**config.mk**
```make
export PLATFORM = sky130hd
export DESIGN_NAME = period_to_freq
export DESIGN_NICKNAME = d
export VERILOG_FILES = /design/src/rtl/freq_pkg.sv /design/src/rtl/seq_divider_u.sv /design/src/rtl/period_to_freq.sv
export SDC_FILE = /design/constraint.sdc
export NUM_CORES = 1
export LEC_CHECK = 0
export CORE_MARGIN = 3
export CORE_UTILIZATION = 30
export DETAILED_ROUTE_END_ITERATION = 8
export DONT_BUFFER_PORTS = 1
export GPL_ROUTABILITY_DRIVEN = 1
export PLACE_DENSITY = 0.48
export RECOVER_POWER = 50
export SLEW_MARGIN = 20
export SYNTH_ARGS = -nofsm -noshare
export SYNTH_HDL_FRONTEND = slang
export SYNTH_HIERARCHICAL = 1
export SYNTH_SLANG_ARGS = --single-unit
```
**constraint.sdc**
```tcl
create_clock -name clk -period 7.2 [get_ports clk]
set_input_delay 1.44 -clock clk [delete_from_list [all_inputs] [get_ports clk]]
set_output_delay 1.44 -clock clk [all_outputs]
set_load 0.1 [all_outputs]
```
**src/rtl/freq_pkg.sv**
```systemverilog
// Shared types and elaboration helpers for the period-to-frequency converter.
package freq_pkg;

  typedef enum logic [1:0] {
    IDLE = 2'd0,
    LOAD = 2'd1,
    DIV  = 2'd2,
    DONE = 2'd3
  } state_t;

  localparam int unsigned DEF_CLK_FREQ = 200_000_000;

  // True when the largest (rounded) dividend still fits in freq_w bits.
  function automatic bit freq_width_ok(input longint unsigned clk_freq,
                                       input int unsigned     cnt_w,
                                       input int unsigned     freq_w);
    longint unsigned worst;
    if (freq_w >= 63 || cnt_w == 0) return 1'b0;
    worst = clk_freq + (64'd1 << (cnt_w - 1));
    return worst < (64'd1 << freq_w);
  endfunction

endpackage

```
**src/rtl/seq_divider_u.sv**
```systemverilog
// Unsigned restoring divider, one quotient bit per cycle; NUM_W iterations per start.
module seq_divider_u #(
  parameter int unsigned NUM_W = 28,
  parameter int unsigned DEN_W = 18
) (
  input  logic             clk,
  input  logic             rst_n,
  input  logic             start,
  input  logic             abort,
  input  logic [NUM_W-1:0] numerator,
  input  logic [DEN_W-1:0] denominator,
  output logic             busy,
  output logic             done_c,
  output logic [NUM_W-1:0] quotient,
  output logic [DEN_W-1:0] remainder
);

  localparam int unsigned CNT_W = (NUM_W > 1) ? $clog2(NUM_W) : 1;

  logic [CNT_W-1:0] cnt;
  logic [DEN_W-1:0] den_q;
  logic [DEN_W:0]   rem_next_c;
  logic             fits_c;

  // The quotient register doubles as the dividend shift register.
  assign rem_next_c = {remainder, quotient[NUM_W-1]};
  assign fits_c     = rem_next_c >= {1'b0, den_q};
  // High during the final iteration; the quotient is complete after this edge.
  assign done_c     = busy && (cnt == '0);

  always_ff @(posedge clk or negedge rst_n) begin
    if (!rst_n) begin
      busy      <= 1'b0;
      cnt       <= '0;
      den_q     <= '0;
      quotient  <= '0;
      remainder <= '0;
    end else if (abort) begin
      busy <= 1'b0;
    end else if (start) begin
      busy      <= 1'b1;
      cnt       <= CNT_W'(NUM_W - 1);
      den_q     <= denominator;
      quotient  <= numerator;
      remainder <= '0;
    end else if (busy) begin
      quotient  <= {quotient[NUM_W-2:0], fits_c};
      remainder <= fits_c ? DEN_W'(rem_next_c - {1'b0, den_q}) : DEN_W'(rem_next_c);
      cnt       <= cnt - CNT_W'(1);
      if (cnt == '0) busy <= 1'b0;
    end
  end

endmodule

```
**src/rtl/period_to_freq.sv**
```systemverilog
// Converts the detector's averaged period into Hz (CLK_FREQ / period) on each new stable period.
// Define PERIOD_TO_FREQ_ROUND_EN for round-to-nearest; default result is floor.
module period_to_freq
  import freq_pkg::*;
#(
  parameter int unsigned CLK_FREQ      = DEF_CLK_FREQ,
  parameter int unsigned COUNTER_WIDTH = 18,
  parameter int unsigned FREQ_WIDTH    = 28
) (
  input  logic                     clk,
  input  logic                     rst_n,
  input  logic [COUNTER_WIDTH-1:0] period,
  input  logic                     stable,
  output logic [FREQ_WIDTH-1:0]    freq_out,
  output logic                     freq_valid,
  output logic                     freq_locked,
  output logic                     busy
);

  if (!freq_width_ok(64'(CLK_FREQ), COUNTER_WIDTH, FREQ_WIDTH)) begin : g_width_check
    $error("period_to_freq: FREQ_WIDTH too narrow for CLK_FREQ");
  end

  state_t                   state, state_next;
  logic [COUNTER_WIDTH-1:0] last_period;
  logic                     trig_c, start_c, abort_c;
  logic [FREQ_WIDTH-1:0]    dividend_c;
  logic                     div_busy, div_done_c;
  logic [FREQ_WIDTH-1:0]    div_quo;
  logic [COUNTER_WIDTH-1:0] div_rem;
  logic                     unused_div;

`ifdef PERIOD_TO_FREQ_ROUND_EN
  assign dividend_c = FREQ_WIDTH'(CLK_FREQ) + FREQ_WIDTH'(period >> 1);
`else
  assign dividend_c = FREQ_WIDTH'(CLK_FREQ);
`endif

  // A zero period is never a trigger, so the divider never sees a zero divisor.
  assign trig_c = stable && (period != '0) && (period != last_period);

  seq_divider_u #(
    .NUM_W(FREQ_WIDTH),
    .DEN_W(COUNTER_WIDTH)
  ) u_div (
    .clk        (clk),
    .rst_n      (rst_n),
    .start      (start_c),
    .abort      (abort_c),
    .numerator  (dividend_c),
    .denominator(period),
    .busy       (div_busy),
    .done_c     (div_done_c),
    .quotient   (div_quo),
    .remainder  (div_rem)
  );

  // Remainder and divider busy are not needed by this wrapper.
  assign unused_div = ^{div_rem, div_busy};

  always_ff @(posedge clk or negedge rst_n) begin
    if (!rst_n) state <= IDLE;
    else        state <= state_next;
  end

  always_comb begin
    state_next = state;
    start_c    = 1'b0;
    abort_c    = 1'b0;
    case (state)
      IDLE: if (trig_c) state_next = LOAD;
      LOAD: begin
        if (!stable) begin
          state_next = IDLE;
        end else begin
          state_next = DIV;
          start_c    = 1'b1;
        end
      end
      DIV: begin
        if (!stable) begin
          state_next = IDLE;
          abort_c    = 1'b1;
        end else if (div_done_c) begin
          state_next = DONE;
        end
      end
      DONE:    state_next = IDLE;
      default: state_next = IDLE;
    endcase
  end

  // Output and last-period registers; losing stable forgets the period so re-lock recomputes.
  always_ff @(posedge clk or negedge rst_n) begin
    if (!rst_n) begin
      freq_out    <= '0;
      freq_valid  <= 1'b0;
      freq_locked <= 1'b0;
      busy        <= 1'b0;
      last_period <= '0;
    end else begin
      freq_valid <= 1'b0;
      case (state)
        IDLE: begin
          if (!stable) begin
            freq_locked <= 1'b0;
            last_period <= '0;
          end else if (trig_c) begin
            freq_locked <= 1'b0;
          end
        end
        LOAD: begin
          if (!stable) begin
            freq_locked <= 1'b0;
            busy        <= 1'b0;
            last_period <= '0;
          end else begin
            last_period <= period;
            busy        <= 1'b1;
          end
        end
        DIV: begin
          if (!stable) begin
            freq_locked <= 1'b0;
            busy        <= 1'b0;
            last_period <= '0;
          end
        end
        DONE: begin
          freq_out    <= div_quo;
          freq_valid  <= 1'b1;
          freq_locked <= 1'b1;
          busy        <= 1'b0;
        end
        default: ;
      endcase
    end
  end

endmodule

```
==> metrics <==
most common cell after layout, fill and taps aside=dfrtp_1; Synth Instances=658; violated checks=capacitance limit, slew limit; clk sink count=121; Reg-to-Reg Start=state[0]$_DFFE_PN0P_; Setup-failing EPs final=0; Main synth FF type=dfrtp_1; I/O Buffers=0; die width=154 um; yosys warns=6; CP startpoint kind=flip-flop; 1st-iter DRT viols=265; vias in the first global route=4912; Post-synth ARST share=100%; Least-Margin Pin Slew=1650 ps; hpwl dp=10.6 mm; post-CTS sizing=0; Worst setup EP type=flip-flop; Final Max Slew Viols=31; Post-synth EDFFs=0; core area=0.0213 mm^2; Die H=154 um; Starting Density=30.8%; number of register bits inferred by synthesis=121; commonest non-fill, non-tap cells in the layout=dfrtp_1, nand2_1, o21ai_0; total gr overflow=0; Pre-Repair DR Iteration Count=4; largest net degree at the start of global routing=122; postcts setup bufs=0; Final Critical Period=2970 ps; nets=716; TritonCTS Buffers=17; status=finished, violations left; Max-slew headroom=-10.1%; clock slew at reported path FFs=60 ps; CTS tree=built; Final Cycle Share=41.3%; Placer Congestion=0.834; initial antenna violation count=0; setup TNS=0 ps; gr usage total=13.7%; Worst Path Class, Setup=flip-flop to flip-flop; vias per inst=5.03; RSZ-0062 raised after global routing=false; Peak Freq=0.336 GHz; endpoint arrival time on the critical path=3320 ps; hold_buf cts=0; Final Cell Area=0.00747 mm^2; total die area=0.0237 mm^2; vias=4818; CP Max Fanout=31; I/O pin total=52; first-pass GRT wire length=26.2 mm; clock latency on the worst-skew pair=430 ps; Avg Inst Size Synth=9.98 um^2; number of antenna diodes=0; Antenna Nets Post-Route=0; P&R area growth vs syn=13.8%; CTS max path bufs=2; share of cells above drive strength 1=11.3%; Synth Cell Area=0.00657 mm^2; Req. time, crit path=7550 ps; DRC violations left=0; Layout Skew=13.9 ps; H-tree Lvls=4; Hold Crit Start=u_div/den_q[0]$_DFFE_PN0P_; DR WL/cell=16.4 um; Final Routed Wirelength=15.7 mm; row count=53; type of the most critical hold path=flip-flop to flip-flop; placed instance area=0.00689 mm^2; Critical path origin=state[0]$_DFFE_PN0P_; number of max-cap violations=1; sequential element share of the synthesized area=46.1%; Clock Root Buffer=clkbuf_16; Yosys cell types=63; Fin. Hold Viols=0
## synthesized netlist by cell type, types with 19 or more instances
| master | n | area share, % |
|---|---|---|
| dfrtp_1 | 121 | 46 |
| a22o_1 | 19 | 2.5 |
| nor2b_1 | 28 | 2.7 |
| nand2_1 | 65 | 3.7 |
| inv_1 | 27 | 1.5 |
| mux2_2 | 29 | 5.0 |
| o21ai_0 | 55 | 4.2 |
| clkbuf_1 | 32 | 1.8 |
| a21oi_1 | 47 | 3.6 |
| xnor2_1 | 28 | 3.7 |
| ha_1 | 25 | 4.8 |
| a22oi_1 | 25 | 2.9 |
## cell families (layout without fill, tap and decap cells)
group | Yosys count | after routing | share of synthesized area [%]
AOI/OAI and AO/OA | 202 | 202 | 19.3
and+or+nand+nor | 156 | 156 | 12.6
DFF | 121 | 121 | 46.1
buffers and inverters | 68 | 66 | 4.31
muxes | 47 | 47 | 7.74
xor gates and xnor gates | 36 | 36 | 4.80
adders and majority gates | 26 | 26 | 5.07
other | 2 | 28 | 0.114
## final timing paths
| path | end | slack [ps] | cells after the start |
|---|---|---|---|
| worst min register to register | u_div/den_q[0]$_DFFE_PN0P_ | 510 | 2 |
| worst max register to register | u_div/remainder[17]$_DFFE_PN0P_ | 4230 | 9 |
| worst max-delay path | u_div/remainder[17]$_DFFE_PN0P_ | 4230 | 9 |
| min in group asynchronous | u_div/den_q[13]$_DFFE_PN0P_ | 720 | 0 |
| max in group asynchronous | state[1]$_DFFE_PN0P_ | 6180 | 0 |
| worst min-delay path | u_div/den_q[0]$_DFFE_PN0P_ | 510 | 2 |
## registers in the layout, indices dropped and copies added (netlist names)
| signal | flops |
|---|---|
| freq_locked | 1 |
| freq_out | 28 |
| state | 2 |
| busy | 1 |
| last_period | 18 |
| u_div/quotient | 28 |
| u_div/busy | 1 |
| u_div/cnt | 5 |
| u_div/remainder | 18 |
| freq_valid | 1 |
| u_div/den_q | 18 |
## metrics by stage
step | util (%) | std cells | hold WS (ps) | setup slack (ps)
floorplan | - | 684 | 450 | 4390
global placement | 32.4 | 925 | 501 | 3920
detailed placement | 32.4 | 925 | 507 | 3860
CTS | 35.1 | 957 | 521 | 4130
global route | 35.1 | 957 | 539 | 3950
finish | 35.1 | 957 | 507 | 4230
## routing by layer
layer  up-vias  share of wire (%)  global-route usage, %
li1       2347                  -                      -
met1      2363                 48                   19.0
met2        87                 45                   20.5
met3        21                4.4                   3.18
met4         0                2.2                   5.63
met5         -                  0                      0
## layout make-up
cell class / count / area, um^2
clock buffers: 19 / 443
clock inverters: 13 / 135
fillers: 2128 / 13800
inverters: 28 / 105
multi-input cells: 495 / 3370
flip-flops and latches: 121 / 3030
well taps: 275 / 344
repair buffers: 6 / 41.3
## worst max-delay path, cell delays in order (launching register included)
cell and delay, ps:
dfrtp_1 440, inv_2 130, ha_1 400, nor2b_2 210
buf_4 350, nor2b_2 90, nor2_1 680, buf_4 300
o2bb2a_1 220, o21ai_1 70
Power is left out: the tool's default activity adds up to more than one toggle a clock period on the data nets, which glitch-free logic cannot reach.
